`src/rtl/mtimer_pkg.sv`:
```
// Shared constants for the machine-timer peripheral: register offsets, CTRL bits,
// load/store width codes and the lane-merge helper used by byte/half stores.
package mtimer_pkg;

   localparam logic [2:0] OFF_MTIME_LO    = 3'd0;
   localparam logic [2:0] OFF_MTIME_HI    = 3'd1;
   localparam logic [2:0] OFF_MTIMECMP_LO = 3'd2;
   localparam logic [2:0] OFF_MTIMECMP_HI = 3'd3;
   localparam logic [2:0] OFF_CTRL        = 3'd4;
   localparam logic [2:0] OFF_PRESCALE    = 3'd5;
   localparam logic [2:0] OFF_STATUS      = 3'd6;

   localparam int unsigned CTRL_EN       = 0;
   localparam int unsigned CTRL_IRQ_EN   = 1;
   localparam int unsigned CTRL_PERIODIC = 2;

   localparam logic [2:0] F3_B  = 3'b000;
   localparam logic [2:0] F3_H  = 3'b001;
   localparam logic [2:0] F3_W  = 3'b010;
   localparam logic [2:0] F3_BU = 3'b100;
   localparam logic [2:0] F3_HU = 3'b101;

   localparam logic [63:0] MTIMECMP_RST = 64'hFFFF_FFFF_FFFF_FFFF;

   function automatic logic [31:0] merge_lanes(input logic [31:0] old_word,
                                               input logic [31:0] lane_data,
                                               input logic [3:0]  be);
      logic [31:0] res;
      for (int i = 0; i < 4; i++) begin
         res[8*i +: 8] = be[i] ? lane_data[8*i +: 8] : old_word[8*i +: 8];
      end
      return res;
   endfunction

endpackage

```
`src/rtl/mtimer_prescaler.sv`:
```
// Prescale counter: while enabled, counts up and wraps to 0 on reaching the prescale
// value, emitting a one-cycle tick on the wrapping cycle.
module mtimer_prescaler #(
   parameter int unsigned PRESCALE_W = 16
) (
   input  logic                  clk,
   input  logic                  reset,
   input  logic                  en,
   input  logic [PRESCALE_W-1:0] prescale,
   input  logic                  clr,
   output logic                  tick
);

   logic [PRESCALE_W-1:0] cnt_q, cnt_d;

   assign tick = en & (cnt_q == prescale);

   always_comb begin
      cnt_d = cnt_q;
      if (clr) begin
         cnt_d = '0;
      end else if (tick) begin
         cnt_d = '0;
      end else if (en) begin
         cnt_d = cnt_q + 1'b1;
      end
   end

   always_ff @(posedge clk) begin
      if (reset) begin
         cnt_q <= '0;
      end else begin
         cnt_q <= cnt_d;
      end
   end

endmodule

```
`src/rtl/mtimer_resp.sv`:
```
// Memory-mapped machine timer on the MW-stage load/store bus: 64-bit mtime/mtimecmp,
// prescaled tick, one-shot or periodic compare, and a W1C pending flag driving intr_exc.
module mtimer_resp
   import mtimer_pkg::*;
#(
   parameter logic [31:0] BASE_ADDR  = 32'h0000_0400,
   parameter int unsigned PRESCALE_W = 16
) (
   input  logic        clk,
   input  logic        reset,
   input  logic [31:0] addr,
   input  logic [31:0] wdata,
   input  logic        wr_en,
   input  logic        rd_en,
   input  logic [2:0]  func3,
   output logic        hit,
   output logic [31:0] rdata,
   output logic        intr_exc
);

   logic [63:0]           mtime_q, mtime_d;
   logic [63:0]           mtimecmp_q, mtimecmp_d;
   logic [31:0]           ctrl_q, ctrl_d;
   logic [PRESCALE_W-1:0] prescale_q, prescale_d;
   logic                  pending_q, pending_d;
   logic [31:0]           hi_shadow_q, hi_shadow_d;

   logic [2:0]  off;
   logic [3:0]  be;
   logic [31:0] wlane;
   logic        wr_hit;
   logic [7:0]  wr_sel;
   logic        tick;
   logic        en, periodic, cmp_eq, pend_set, w1c;
   logic [31:0] rd_word;
   logic [7:0]  rd_byte;
   logic [15:0] rd_half;

   assign off      = addr[4:2];
   assign hit      = (addr[31:5] == BASE_ADDR[31:5]);
   assign en       = ctrl_q[CTRL_EN];
   assign periodic = ctrl_q[CTRL_PERIODIC];
   assign cmp_eq   = (mtime_q == mtimecmp_q);

   // Replicate store data across lanes so the byte enables alone pick the target bytes.
   always_comb begin
      be    = 4'b0000;
      wlane = wdata;
      case (func3)
         F3_B: begin
            be    = 4'b0001 << addr[1:0];
            wlane = {4{wdata[7:0]}};
         end
         F3_H: begin
            be    = addr[1] ? 4'b1100 : 4'b0011;
            wlane = {2{wdata[15:0]}};
         end
         F3_W:    be = 4'b1111;
         default: be = 4'b0000;
      endcase
   end

   assign wr_hit = hit & wr_en & (|be);
   assign wr_sel = wr_hit ? (8'b0000_0001 << off) : 8'b0000_0000;
   assign w1c    = wr_sel[OFF_STATUS] & be[0] & wlane[0];

   mtimer_prescaler #(
      .PRESCALE_W (PRESCALE_W)
   ) u_prescaler (
      .clk      (clk),
      .reset    (reset),
      .en       (en),
      .prescale (prescale_q),
      .clr      (wr_sel[OFF_PRESCALE]),
      .tick     (tick)
   );

   assign pend_set = periodic ? (tick & cmp_eq) : (en & (mtime_q >= mtimecmp_q));

   always_comb begin
      mtime_d     = mtime_q;
      mtimecmp_d  = mtimecmp_q;
      ctrl_d      = ctrl_q;
      prescale_d  = prescale_q;
      hi_shadow_d = hi_shadow_q;
      pending_d   = pend_set | (pending_q & ~w1c);

      // A software write to either mtime half suppresses that cycle's increment.
      if (wr_sel[OFF_MTIME_LO]) begin
         mtime_d[31:0] = merge_lanes(mtime_q[31:0], wlane, be);
      end else if (wr_sel[OFF_MTIME_HI]) begin
         mtime_d[63:32] = merge_lanes(mtime_q[63:32], wlane, be);
      end else if (tick) begin
         mtime_d = (periodic && cmp_eq) ? 64'd0 : mtime_q + 64'd1;
      end

      if (wr_sel[OFF_MTIMECMP_LO]) begin
         mtimecmp_d[31:0] = merge_lanes(mtimecmp_q[31:0], wlane, be);
      end
      if (wr_sel[OFF_MTIMECMP_HI]) begin
         mtimecmp_d[63:32] = merge_lanes(mtimecmp_q[63:32], wlane, be);
      end
      if (wr_sel[OFF_CTRL]) begin
         ctrl_d = merge_lanes(ctrl_q, wlane, be);
      end
      if (wr_sel[OFF_PRESCALE]) begin
         for (int i = 0; i < PRESCALE_W; i++) begin
            if (be[i/8]) prescale_d[i] = wlane[i];
         end
      end

      // Latch the upper half on a low-half read so a following high read is coherent.
      if (hit && rd_en && (off == OFF_MTIME_LO)) begin
         hi_shadow_d = mtime_q[63:32];
      end
   end

   always_ff @(posedge clk) begin
      if (reset) begin
         mtime_q     <= '0;
         mtimecmp_q  <= MTIMECMP_RST;
         ctrl_q      <= '0;
         prescale_q  <= '0;
         pending_q   <= 1'b0;
         hi_shadow_q <= '0;
      end else begin
         mtime_q     <= mtime_d;
         mtimecmp_q  <= mtimecmp_d;
         ctrl_q      <= ctrl_d;
         prescale_q  <= prescale_d;
         pending_q   <= pending_d;
         hi_shadow_q <= hi_shadow_d;
      end
   end

   assign intr_exc = pending_q & ctrl_q[CTRL_IRQ_EN];

   always_comb begin
      rd_word = '0;
      case (off)
         OFF_MTIME_LO:    rd_word = mtime_q[31:0];
         OFF_MTIME_HI:    rd_word = hi_shadow_q;
         OFF_MTIMECMP_LO: rd_word = mtimecmp_q[31:0];
         OFF_MTIMECMP_HI: rd_word = mtimecmp_q[63:32];
         OFF_CTRL:        rd_word = ctrl_q;
         OFF_PRESCALE:    rd_word = 32'(prescale_q);
         OFF_STATUS:      rd_word = {31'b0, pending_q};
         default:         rd_word = '0;
      endcase
   end

   assign rd_byte = rd_word[{addr[1:0], 3'b000} +: 8];
   assign rd_half = addr[1] ? rd_word[31:16] : rd_word[15:0];

   always_comb begin
      rdata = '0;
      if (hit && rd_en) begin
         case (func3)
            F3_B:    rdata = {{24{rd_byte[7]}}, rd_byte};
            F3_BU:   rdata = {24'b0, rd_byte};
            F3_H:    rdata = {{16{rd_half[15]}}, rd_half};
            F3_HU:   rdata = {16'b0, rd_half};
            default: rdata = rd_word;
         endcase
      end
   end

endmodule

```
`config.mk`:
```
export PLATFORM = sky130hd
export DESIGN_NAME = mtimer_resp
export DESIGN_NICKNAME = d
export VERILOG_FILES = /design/src/rtl/mtimer_pkg.sv /design/src/rtl/mtimer_prescaler.sv /design/src/rtl/mtimer_resp.sv
export SDC_FILE = /design/constraint.sdc
export NUM_CORES = 1
export LEC_CHECK = 0
export CAP_MARGIN = 5
export CORE_MARGIN = 8
export CORE_UTILIZATION = 57
export DETAILED_ROUTE_END_ITERATION = 6
export GPL_TIMING_DRIVEN = 0
export PLACE_DENSITY = 0.78
export SLEW_MARGIN = 30
export SYNTH_ARGS = -nofsm -noshare
export SYNTH_HDL_FRONTEND = slang
export SYNTH_SLANG_ARGS = --single-unit
```
`constraint.sdc`:
```
create_clock -name clk -period 4.15 [get_ports clk]
set_input_delay 0.83 -clock clk [delete_from_list [all_inputs] [get_ports clk]]
set_output_delay 0.83 -clock clk [all_outputs]
set_load 0.005 [all_outputs]
```
Yosys cells after proc, flatten, opt, wreduce, memory -nomap -nowiden:

Index checks and enable logic that the tools add are counted.

* flip-flop bits (word level): 225
* output and inout port bits: 34
* logic and storage cells: 114

* add/subtract/negate cells: 2
* $lt $le $gt $ge: 1
* eq/ne operators: 22
* shift-type cells: 3
* muxes and demuxes: 18
* bitwise operators: 12
* reductions and logical operators: 31

Operators with widths (number)
* $pmux 32 s7: 1
* $mux 32: 4
* $mux 64: 2
* $pmux 32 s4: 1
* $add 64x1->64 const B: 1
* $eq 64x64->1: 1
* $ge 64x64->1: 1
* $pmux 32 s2: 1
* $mux 8: 4
* $shiftx 32x6->8: 1
* $reduce_and 2->1: 14
* $eq 27x6->1 const B: 1
* $reduce_and 3->1: 8
* $ne 2x2->1 const B: 9
* $add 16x1->16 const B: 1
* $eq 16x16->1: 1
* $mux 16: 1
* $eq 3x3->1 const B: 5
* $pmux 4 s3: 1
* $and 1x1->1: 9
* $eq 3x2->1 const B: 3
* $mux 7: 1
* $shl 1x3->7 const A: 1
* $eq 3x1->1 const B: 2
* other kinds (10): 15

Longest topological paths before layout:

* word-level depth: 10
* mapped depth: 10

Modules after synthesis:

Synthesis repeated with hierarchy kept, for this count alone.

* cells, all modules: 1886
* area, all modules: 14933.1 um^2

Modules (own cells, without submodules)
* mtimer_resp: instances 1, cells each 1784, area each 13937.1 um^2, sequential area each 4184.0 um^2
* mtimer_prescaler: instances 1, cells each 102, area each 996.0 um^2, sequential area each 320.3 um^2

Worst setup path before layout:

OpenSTA, ideal clock, no wires.

* kind: input to output
* start: input port addr[4]
* end: output port rdata[12]
* arrival time: 2.800 ns
* data required time: 3.320 ns
* path slack: 0.520 ns
* stages on the path: 8
* path through: buf_2 and3b_1 buf_2 o2bb2ai_1 a221o_1 mux4_2 a221o_1 and3_1

* longest elaborated chain between the ends: 5
* elaborated cells between the ends (all ways): 12
* classes of those cells: 6 x eq/ne; 1 x shift; 4 x mux; 1 x reduce/logical

Ends and longest elaborated chain
* start: declaration: RTL line mtimer_resp.sv:11 `input logic [31:0] addr,`
* $eq 3x3->1 (tied with other cells): RTL line mtimer_resp.sv:140 `case (off)`
* $pmux 32 s7 *: RTL line mtimer_resp.sv:140
* $shiftx 32x6->8 or $mux 16 (tied branches): RTL line mtimer_resp.sv:152, mtimer_resp.sv:153
* $pmux 32 s4 *: RTL line mtimer_resp.sv:158 `case (func3)`
* $mux 32 *: RTL line mtimer_resp.sv:157 `if (hit && rd_en) begin`
* end: declaration: RTL line mtimer_resp.sv:17 `output logic [31:0] rdata,`

Every way passes the cells marked *; elsewhere a longest branch is shown, timed or not.

Worst setup path in the final report:

* start: input port addr[3]
* end: output port rdata[2]

The elaborated chain is that of the path after synthesis.

==> summary.md <==
TritonCTS built the clock tree. The logs give 1 for the total number of H-tree levels and 3360 ps for the data arrival time of the critical path. Summed over all cells, the static leakage comes to 7.13 nW. The cell depth of the worst min-delay path is 2.

When the netlist entered floorplanning its net count stood at 2062. In this design, the critical path's most frequently occurring cell is sky130_fd_sc_hd__buf_4. The iteration count of the initial detailed-routing pass was 7. The power density over the cells was 292 nW/um^2.

The detailed router placed 17500 vias in this run. Counting every sink on the clock net gives 225. The floorplan has 59 rows. Summed over all nets, the half-perimeter wirelength after detailed placement is 52.7 mm. The tightest hold path in the finished design has a slack of 455 ps. The tools report the routed wire length as 71.0 mm. After clock tree synthesis, the clock-pin slew on the worst setup and hold paths is 60 ps. The tightest min-delay check is of the flop to flop type. Along the worst path, the maximum fanout reaches 10.

The number of synthesized flops with an enable pin came out at 0. Setup violations remaining at the end of the flow were counted as 2. In the routed design, unresolved DRC markers number 0.

The effective utilization at floorplan came out at 0.574. The worst path setup slack after routing is -38.3 ps, and the slew of the pin with the lowest slew margin is 1150 ps. Together, buffers and inverters on the worst path number 5. The number of cell instances on the worst register-to-register path is 8, and the final-report max-slew violation count is 0. Input and output buffers added on the ports amount to 91. By startpoint and endpoint, the worst setup path is classified as input port to output pin. Adding up every negative setup slack in the final design gives -67.4 ps. The logs give 0 for the number of maximum-capacitance constraint violations and 2352 for the instance count after placement with tap cells included. Most frequent standard cell in the layout excluding fill and tap cells: sky130_fd_sc_hd__nand2_1. The total non-filler cell area in the finished layout was 17700 sq um; the number of nets in the final layout was 2204.

From left edge to right edge, the die measures 177 microns. For the final database, setup skew stands at 22.4 ps. After floorplanning, the core was sized to cover 25800 sq um.

The number of distinct standard cells referenced by the synthesized netlist came out at 80. In this run, synthesis produced a sequential element count of 225. The run gives 31500 sq um as the area of the die.

105 I/O pins were placed. The checks that failed: setup timing. Fill cells in the final layout number 2231. The tools report the number of antenna violations at the first check in global routing as 2. For the number of non-filler instances in the completed layout, the log shows 2420. The headroom to the max-slew limit was 0.233.

Entering global routing, the biggest net connects 13 pins. On the critical path the largest part of the delay comes from buffers and inverters. sky130_fd_sc_hd__dfxtp_1 takes more of the synthesized area than any other cell. Summed over all layers, the global routing overflow is 0. Across the VDD grid, the largest voltage drop is 0.000321 V. Endpoint type of the worst setup path: an output pin. The clock latency at the later pin of the worst-skew pair is 560 ps. The startpoint identified for the worst register-to-register timing path is mtime_q[29]. The run gives 0 as the final count of hold timing violations.

In the layout the commonest cells are sky130_fd_sc_hd__nand2_1 (353), sky130_fd_sc_hd__dfxtp_1 (225), sky130_fd_sc_hd__a21oi_1 (157). The average wire per standard cell is 29.3 microns. The run finished, with violations left. Walking the worst path, the cells encountered are buf_2 > buf_4 > nor3b_4 > buf_4 > clkbuf_4 > a22oi_1 > and3_1 > mux2i_1 > a221oi_1 > nor2_1 > clkdlybuf4s50_1.

For this run, the slowest stage of the critical path takes 460 ps. Number of cells produced by synthesis: 1925. The first global-routing pass estimated 102 mm of wire. Dividing the detail-routed via count by the number of cells gives 7.25.

By area the synthesized netlist is led by sky130_fd_sc_hd__dfxtp_1 (30%), sky130_fd_sc_hd__nand2_1 (9.0%), sky130_fd_sc_hd__ha_1 (5.6%), sky130_fd_sc_hd__a21oi_1 (5.4%), sky130_fd_sc_hd__a22oi_1 (4.4%). For the finished layout, the period the worst path requires is 4190 ps. Yosys printed 0 warnings. Part of the cycle the worst path needs: 1.01. Once placement finished, the instance area stood at 16200 sq um. The logs give 1.07 for the last weighted congestion value of the routability-driven placer and 3320 ps for the critical path required time. Compared with the post-synthesis result, the final layout area differs by 19.2%. The tools report the critical hold path startpoint as ctrl_q[28].

Counting the buffers created by CTS gives 26. The global-route usage over all layers is 0.431, and the share of flip-flops with an asynchronous set or reset is 0. The violation count after the first detailed-routing iteration is 3250, and the worst slack at placement is -1100 ps. Predominant post-synthesis flop cell: sky130_fd_sc_hd__dfxtp_1. The y dimension of the die is 177 microns.

Sequential share of the synthesized area: 0.304. Setup slack on the worst reg-to-reg path comes out at 20 ps. The fraction of layout cells with a size suffix above 1 was 0.0969.

The proportion of netlist area held by the largest area contributor was 0.304; the number of global-route vias before repair was 15900. In this run the critical register-to-register path is captured at mtime_q[36]. For the residual antenna-violating net count after detailed routing, the log shows 0. For hold timing, the worst endpoint is ctrl_q[28]. The synthesized area per cell was 7.71 sq um. The worst-case clock buffer depth came out at 3.

The cell with the biggest individual delay on the critical path was sky130_fd_sc_hd__clkdlybuf4s50_1. The cell sitting at the root of the clock tree is a sky130_fd_sc_hd__clkbuf_16. Based on the critical path, the design can be clocked at up to 239 MHz. The worst setup path is launched from an input port. After synthesis the cells add up to 14800 sq um.
[through the flow]
step | utilization | power, W
floorplan | - | 0.00242
global placement | 0.626 | 0.00265
detailed placement | 0.628 | 0.00265
CTS | 0.678 | 0.00509
global route | 0.685 | 0.00522
finish | 0.685 | 0.00517
[cells by family after synthesis]
group / synth area share
and+or+nand+nor: 0.242
muxes: 0.0669
adders and majority gates: 0.0556
DFF: 0.304
buffers and inverters: 0.0655
xor gates and xnor gates: 0.0218
AOI/OAI and AO/OA: 0.244
[final cells by class]
class                   instances  area (sq um)  share of cell area
diodes                          1          2.50            0.000141
inverters                     102           384              0.0217
clock buffers                  41           838              0.0474
flip-flops and latches        225          4500               0.255
well taps                     335           419              0.0237
multi-input cells            1455          9650               0.546
repair buffers                115          1110              0.0630
clock inverters                 4          70.1             0.00396
plain buffers                 142           699              0.0395
[worst max-delay path by stage]
stage | slack (ps) | end | start | cells past startpoint
floorplan | 520 | rdata[12] | addr[4] | 8
global placement | -1450 | rdata[3] | addr[4] | 10
detailed placement | -1100 | rdata[5] | addr[2] | 9
CTS | 0.1 | rdata[3] | addr[2] | 11
global route | -20 | rdata[6] | addr[25] | 8
finish | -40 | rdata[2] | addr[3] | 11
[what timing repair did]
action / CTS / global route
setup endpoints to repair: 32 / 40
pin swaps: 8 / 3
setup buffers: 18 / 5
resized for setup: 75 / 38
hold buffers: 0 / 0
[registers in the layout, indices dropped and copies added (netlist names)]
register,cells
mtime_q,64
ctrl_q,32
hi_shadow_q,32
pending_q,1
u_prescaler.cnt_q,16
mtimecmp_q,64
prescale_q,16
[power by group]
| group | switching (W) | internal (W) | total (W) |
|---|---|---|---|
| Clock | 0.000983 | 0.00149 | 0.00248 |
| Combinational | 0.000366 | 0.000164 | 0.000530 |
| Sequential | 0.000000000000124 | 0.00216 | 0.00216 |
[worst reg2reg max path: cells and delay by family, from the launching register on]
family	cells	cell delay [ps]
buffers and inverters	1	600
AOI/OAI and AO/OA	3	1070
DFF	1	620
and+or+nand+nor	3	1450
adders and majority gates	1	270
[layer usage]
metal | wire (microns) | track usage | vias to the layer above
met5 | 12 | 0.00480 | -
met4 | 6510 | 0.315 | 2
met3 | 10100 | 0.133 | 434
met2 | 29500 | 0.634 | 1546
met1 | 24900 | 0.523 | 8126
li1 | - | - | 7435
[synth_stat cells, types with 20 or more instances]
library cell	number
sky130_fd_sc_hd__nand2_1	355
sky130_fd_sc_hd__dfxtp_1	225
sky130_fd_sc_hd__a21oi_1	159
sky130_fd_sc_hd__clkbuf_1	109
sky130_fd_sc_hd__inv_1	98
sky130_fd_sc_hd__a22oi_1	86
sky130_fd_sc_hd__nor2_1	82
sky130_fd_sc_hd__ha_1	66
sky130_fd_sc_hd__nand4_1	66
sky130_fd_sc_hd__mux2i_1	61
sky130_fd_sc_hd__nand3_1	50
sky130_fd_sc_hd__o32ai_1	48
sky130_fd_sc_hd__o211ai_1	41
sky130_fd_sc_hd__nor3_1	38
sky130_fd_sc_hd__and3_1	37
sky130_fd_sc_hd__o21ai_0	33
sky130_fd_sc_hd__nor4_1	31
sky130_fd_sc_hd__buf_2	24
sky130_fd_sc_hd__and4_1	20
sky130_fd_sc_hd__mux2_2	20
No activity file was read; power rests on OpenSTA's default activity.
